===== src/rtl/systolic_is_drain.sv =====
// systolic_is_drain: output-side collector for the input-stationary systolic
// array. Realigns the skewed bottom-edge column outputs into whole row
// vectors, buffers them in a small FIFO and hands them downstream on a
// valid/ready interface. Also keeps overflow and throughput counters.
module systolic_is_drain #(
  parameter int D_W   = 8,
  parameter int N     = 8,
  parameter int DEPTH = 4
) (
  input  logic                              clk,
  input  logic                              rst,
  input  logic                              in_valid,
  input  logic [N-1:0][2*D_W-1:0]           m2,
  input  logic                              clear,
  output logic                              out_valid,
  input  logic                              out_ready,
  output logic [N-1:0][2*D_W-1:0]           out_data,
  output logic [$clog2(DEPTH):0]            fifo_level,
  output logic                              overflow,
  output logic [7:0]                        drop_count,
  output logic [15:0]                       vec_count
);

  localparam int W  = 2 * D_W;
  localparam int AW = $clog2(DEPTH);

  // Deskewed row: column j after it has travelled through its delay line.
  logic [N-1:0][W-1:0] row;
  // Tag pipe carrying in_valid alongside the data.
  logic [N-1:0]        tag;

  // FIFO storage and bookkeeping.
  logic [N-1:0][W-1:0] mem [DEPTH];
  logic [AW-1:0]       wptr;
  logic [AW-1:0]       rptr;
  logic [AW:0]         count;
  logic                wr;
  logic                full;
  logic                pop;
  logic                push;
  logic                drop;

  // Column j arrives j cycles after column 0, so it needs N-j registers
  // (one capture plus N-1-j delay stages) to line up with the other columns.
  for (genvar j = 0; j < N; j++) begin : g_col
    localparam int LEN = N - j;
    if (LEN == 1) begin : g_short
      logic [W-1:0] line;
      // Last column only needs its capture register.
      always_ff @(posedge clk or posedge rst) begin
        if (rst) line <= '0;
        else     line <= m2[j];
      end
      assign row[j] = line;
    end else begin : g_long
      logic [LEN-1:0][W-1:0] line;
      // Shift the column forward one stage per cycle.
      always_ff @(posedge clk or posedge rst) begin
        if (rst) line <= '0;
        else     line <= {line[LEN-2:0], m2[j]};
      end
      assign row[j] = line[LEN-1];
    end
  end

  // The tag pipe is as long as column 0's delay line, so its tail marks the
  // cycle in which a complete row sits at the delay-line outputs.
  always_ff @(posedge clk or posedge rst) begin
    if (rst) tag <= '0;
    else     tag <= {tag[N-2:0], in_valid};
  end

  assign wr   = tag[N-1];
  assign full = (count == (AW+1)'(DEPTH));
  assign pop  = out_valid && out_ready;
  // A full FIFO still accepts the row if the head leaves in the same cycle.
  assign push = wr && (!full || pop);
  assign drop = wr && full && !pop;

  // FIFO storage needs no reset: out_data is gated by out_valid.
  always_ff @(posedge clk) begin
    if (push) mem[wptr] <= row;
  end

  // Pointers wrap naturally because DEPTH is a power of two.
  always_ff @(posedge clk or posedge rst) begin
    if (rst) begin
      wptr  <= '0;
      rptr  <= '0;
      count <= '0;
    end else begin
      if (push) wptr <= wptr + 1'b1;
      if (pop)  rptr <= rptr + 1'b1;
      case ({push, pop})
        2'b10:   count <= count + 1'b1;
        2'b01:   count <= count - 1'b1;
        default: count <= count;
      endcase
    end
  end

  // Profiling counters; clear takes priority over any same-cycle event.
  always_ff @(posedge clk or posedge rst) begin
    if (rst) begin
      overflow   <= 1'b0;
      drop_count <= '0;
      vec_count  <= '0;
    end else if (clear) begin
      overflow   <= 1'b0;
      drop_count <= '0;
      vec_count  <= '0;
    end else begin
      if (drop) overflow <= 1'b1;
      if (drop && drop_count != 8'hFF) drop_count <= drop_count + 1'b1;
      if (pop) vec_count <= vec_count + 1'b1;
    end
  end

  assign out_valid  = (count != '0);
  assign out_data   = out_valid ? mem[rptr] : '0;
  assign fifo_level = count;

endmodule


===== config.mk =====
export PLATFORM = sky130hd
export DESIGN_NAME = systolic_is_drain
export DESIGN_NICKNAME = d
export VERILOG_FILES = /design/src/rtl/systolic_is_drain.sv
export SDC_FILE = /design/constraint.sdc
export NUM_CORES = 1
export LEC_CHECK = 0
export ABC_AREA = 1
export CORE_ASPECT_RATIO = 1.25
export CORE_MARGIN = 1
export CORE_UTILIZATION = 55
export DETAILED_ROUTE_END_ITERATION = 10
export PLACE_DENSITY_LB_ADDON = 0.3
export SYNTH_ARGS = -nofsm -noshare
export SYNTH_HDL_FRONTEND = slang
export SYNTH_SLANG_ARGS = --single-unit

===== constraint.sdc =====
create_clock -name clk -period 28.8 [get_ports clk]
set_input_delay 5.76 -clock clk [delete_from_list [all_inputs] [get_ports clk]]
set_output_delay 5.76 -clock clk [all_outputs]
set_load 0.005 [all_outputs]

==> summary.txt <==
Outcome
  • Status: finished, final reports clean

Clock network
  • # hold bufs at CTS: 0
  • Worst skew pair latency: 660 ps
  • TritonCTS clock tree: built
  • Post-CTS Resized: 0
  • Post-CTS Setup Bufs: 0
  • Clock Sink Count: about 1100
  • Htree depth: 3
  • Clock buffer count from CTS: 103
  • Clock Path Buffers: 3
  • CTS root buf: clkbuf_16
  • Worst-path clk slew: 60 ps

GRT
  • Initial antenna violation count: 11
  • Total gr overflow: 0
  • Gr usage total: 0.210
  • First-pass GRT wire length: about 110000 microns
  • Largest net degree at the start of global routing: 186
  • Vias in the first global route: 19700

Route
  • Final ANT Viol Nets: 0
  • Via Count: 19000
  • Vias per cell: 5.27
  • DRT Pass-1 Iters: 5
  • DR iter-0 viols: 1313
  • # DRC: 0
  • Wire per inst: 19.1 microns
  • Routed Wire Length: between 60000 and 70000 microns

Power
  • VDD IR max: about 0.069 mV
  • Reg power frac: 0.442
  • Sw Ratio: 0.289
  • Net Sw Power: 0.00127 W
  • Combinational power share: 0.250
  • P_int: 0.00313 W
  • Leakage: between 15 and 20 nW
  • Pwr Density: 101 nW/um^2
  • Clk pwr share: 0.308

Worst setup path
  • CP required: 23040 ps
  • Crit Path Category: reg2out
  • Crit start category: flip-flop
  • CP endpoint kind: primary output
  • WP data arrival: 3980 ps
  • CP max FO: 83

Synth
  • Yosys top cell area share: 0.425
  • #FFs+latches synth: 1128
  • Post-Syn Area: about 36000 sq um
  • Seq/Total Area, Yosys: 0.848
  • EDFF count, synth: ~510
  • Yosys top cell by area: dfrtp_1
  • Net count of the mapped netlist: 2495
  • FFs w/ async S/R, synth: 0.546
  • Yosys warns: 0
  • Cells after Synth: 2355
  • Avg Inst Size Synth: 15.4 sq um
  • Main area contributors after synthesis: dfrtp_1 (42%), edfxtp_1 (42%), nor2_1 (5.7%)
  • Synth cell types: 35
  • Top FF cell, synth: dfrtp_1

Floorplanning
  • Core Area: 64800 sq um
  • Die area: 67100 sq um
  • I/O pin total: 290
  • Die X: 232 microns
  • Rows: 104
  • Initial Utilization: 0.560
  • Die Ht: 289 microns

Worst hold path
  • HP Class: reg2reg

STA
  • Fin. max-slew vios: 0
  • Slew @ Worst Pin: ~1200 ps
  • Final Hold Vio Count: 0
  • Relative slew slack: 0.233
  • Final setup viols: 0
  • WHS: about 340 ps
  • Final TNS setup: 0 ps
  • Post-Route Skew: 27.0 ps
  • RSZ-0062 raised after global routing: no
  • Crit path time final: 9740 ps
  • Fmax: 0.103 GHz
  • Final period utilization: 0.338

Place
  • Placed instance count: 3408
  • RD Place Congestion: a little under 0.8
  • DP Wirelength: between 30000 and 40000 microns
  • Number of port buffers: 289

Final layout
  • Layout Nets: 2805
  • Post-Layout Cell Count: 3608
  • P&R area growth vs syn: 19.6%
  • Share of post-route cells with drive strength above 1: 0.0744

Run
  • Max-cap violations: 0
synthesized netlist by cell type (12+ instances only):
master	n
o21ai_0	86
buf_2	51
dfrtp_1	616
nand2_1	69
clkbuf_1	17
a21oi_1	137
nor2_1	550
o21ai_1	179
edfxtp_1	512
inv_1	37
buf_4	12
nand3_1	21
sequential cells by signal (all words and copies together) (netlist names):
name and flops:
drop_count 8, fifo_level 3, g_col.g_long.line 560, g_col.g_short.line 16
mem 512, overflow 1, rptr 2, tag 8
vec_count 16, wptr 2
critical path, stage by stage, from the launching register on:
cell and delay (ps):
dfrtp_4 440, buf_4 730, buf_4 830, nor2_1 130, nor2_1 130, o21ai_1 90, a21oi_1 300, clkdlybuf4s50_1 580
layout by cell type (no fill, tap or decap), types with 6 or more instances in the layout:
cell type / instances
nand3_1: 21
clkinv_2: 19
nand4_1: 10
nor2_1: 546
o21ai_0: 86
clkdlybuf4s50_1: 289
buf_4: 16
nand2_1: 69
bufinv_16: 6
edfxtp_1: 512
clkbuf_16: 106
inv_1: 36
ha_1: 6
clkbuf_1: 21
dfrtp_1: 614
a21oi_1: 137
clkbuf_8: 19
clkinv_1: 12
o21ai_1: 179
per-stage QoR:
stage / setup WS (ps) / area [sq um] / util / total power, W
CTS: 18980 / 43400 / 0.670 / 0.00446
global placement: 19680 / 39900 / 0.616 / 0.00306
finish: 19060 / 43400 / 0.670 / 0.00441
floorplan: 5790 / 36300 / - / 0.00257
detailed placement: 19660 / 39900 / 0.616 / 0.00309
global route: 18740 / 43400 / 0.670 / 0.00462
metal layers:
metal,part of all wire,vias up,wire [microns],track usage
met2,0.51,583,35000,0.354
li1,-,8673,-,-
met5,0.0014,-,95,0
met3,0.058,149,4010,0.0397
met4,0.029,14,2010,0.0804
met1,0.40,9590,27700,0.272
path summary, 6_finish.rpt:
check	start	end	slack [ps]	cells after the start
hold reg to reg	g_col[2].g_long.line[68]$_DFF_PP0_	g_col[2].g_long.line[84]$_DFF_PP0_	340	0
setup reg to reg	fifo_level[0]$_DFFE_PP0P_	mem[2][100]$_DFFE_PP_	25610	6
hold / removal	g_col[2].g_long.line[68]$_DFF_PP0_	g_col[2].g_long.line[84]$_DFF_PP0_	340	0
min in group asynchronous	rst	g_col[3].g_long.line[2]$_DFF_PP0_	5710	2
max in group asynchronous	rst	g_col[6].g_long.line[31]$_DFF_PP0_	20690	4
setup / recovery	rptr[0]$_DFFE_PP0N_	out_data[63]	19060	7
power groups by stage:
stage                     clock, W  combinational, W  sequential (W)
after floorplan                  0          0.000579         0.00199
after global placement           0           0.00109         0.00197
after detailed placement         0           0.00111         0.00198
after CTS                  0.00139           0.00112         0.00195
after global routing       0.00145           0.00121         0.00196
final                      0.00136           0.00110         0.00195
cell type report:
type,instances,area (sq um)
clock inverters,49,509
inverters,43,184
well taps,848,1060
repair buffers,308,3070
flip-flops and latches,1128,30800
multi-input cells,1081,4800
diodes,5,12.5
clock buffers,146,2990
fillers,4266,21400
logic make-up (layout without fill, tap and decap cells):
logic type	after synthesis	count (layout)	share of synthesized area
AOI/OAI and AO/OA	406	406	0.0563
xor gates and xnor gates	5	5	0.00121
adders and majority gates	7	7	0.00262
buffers and inverters	146	546	0.0206
DFF	1128	1128	0.848
other	0	5	0
and+or+nand+nor	663	663	0.0713
(Power assumes the default switching activity.)
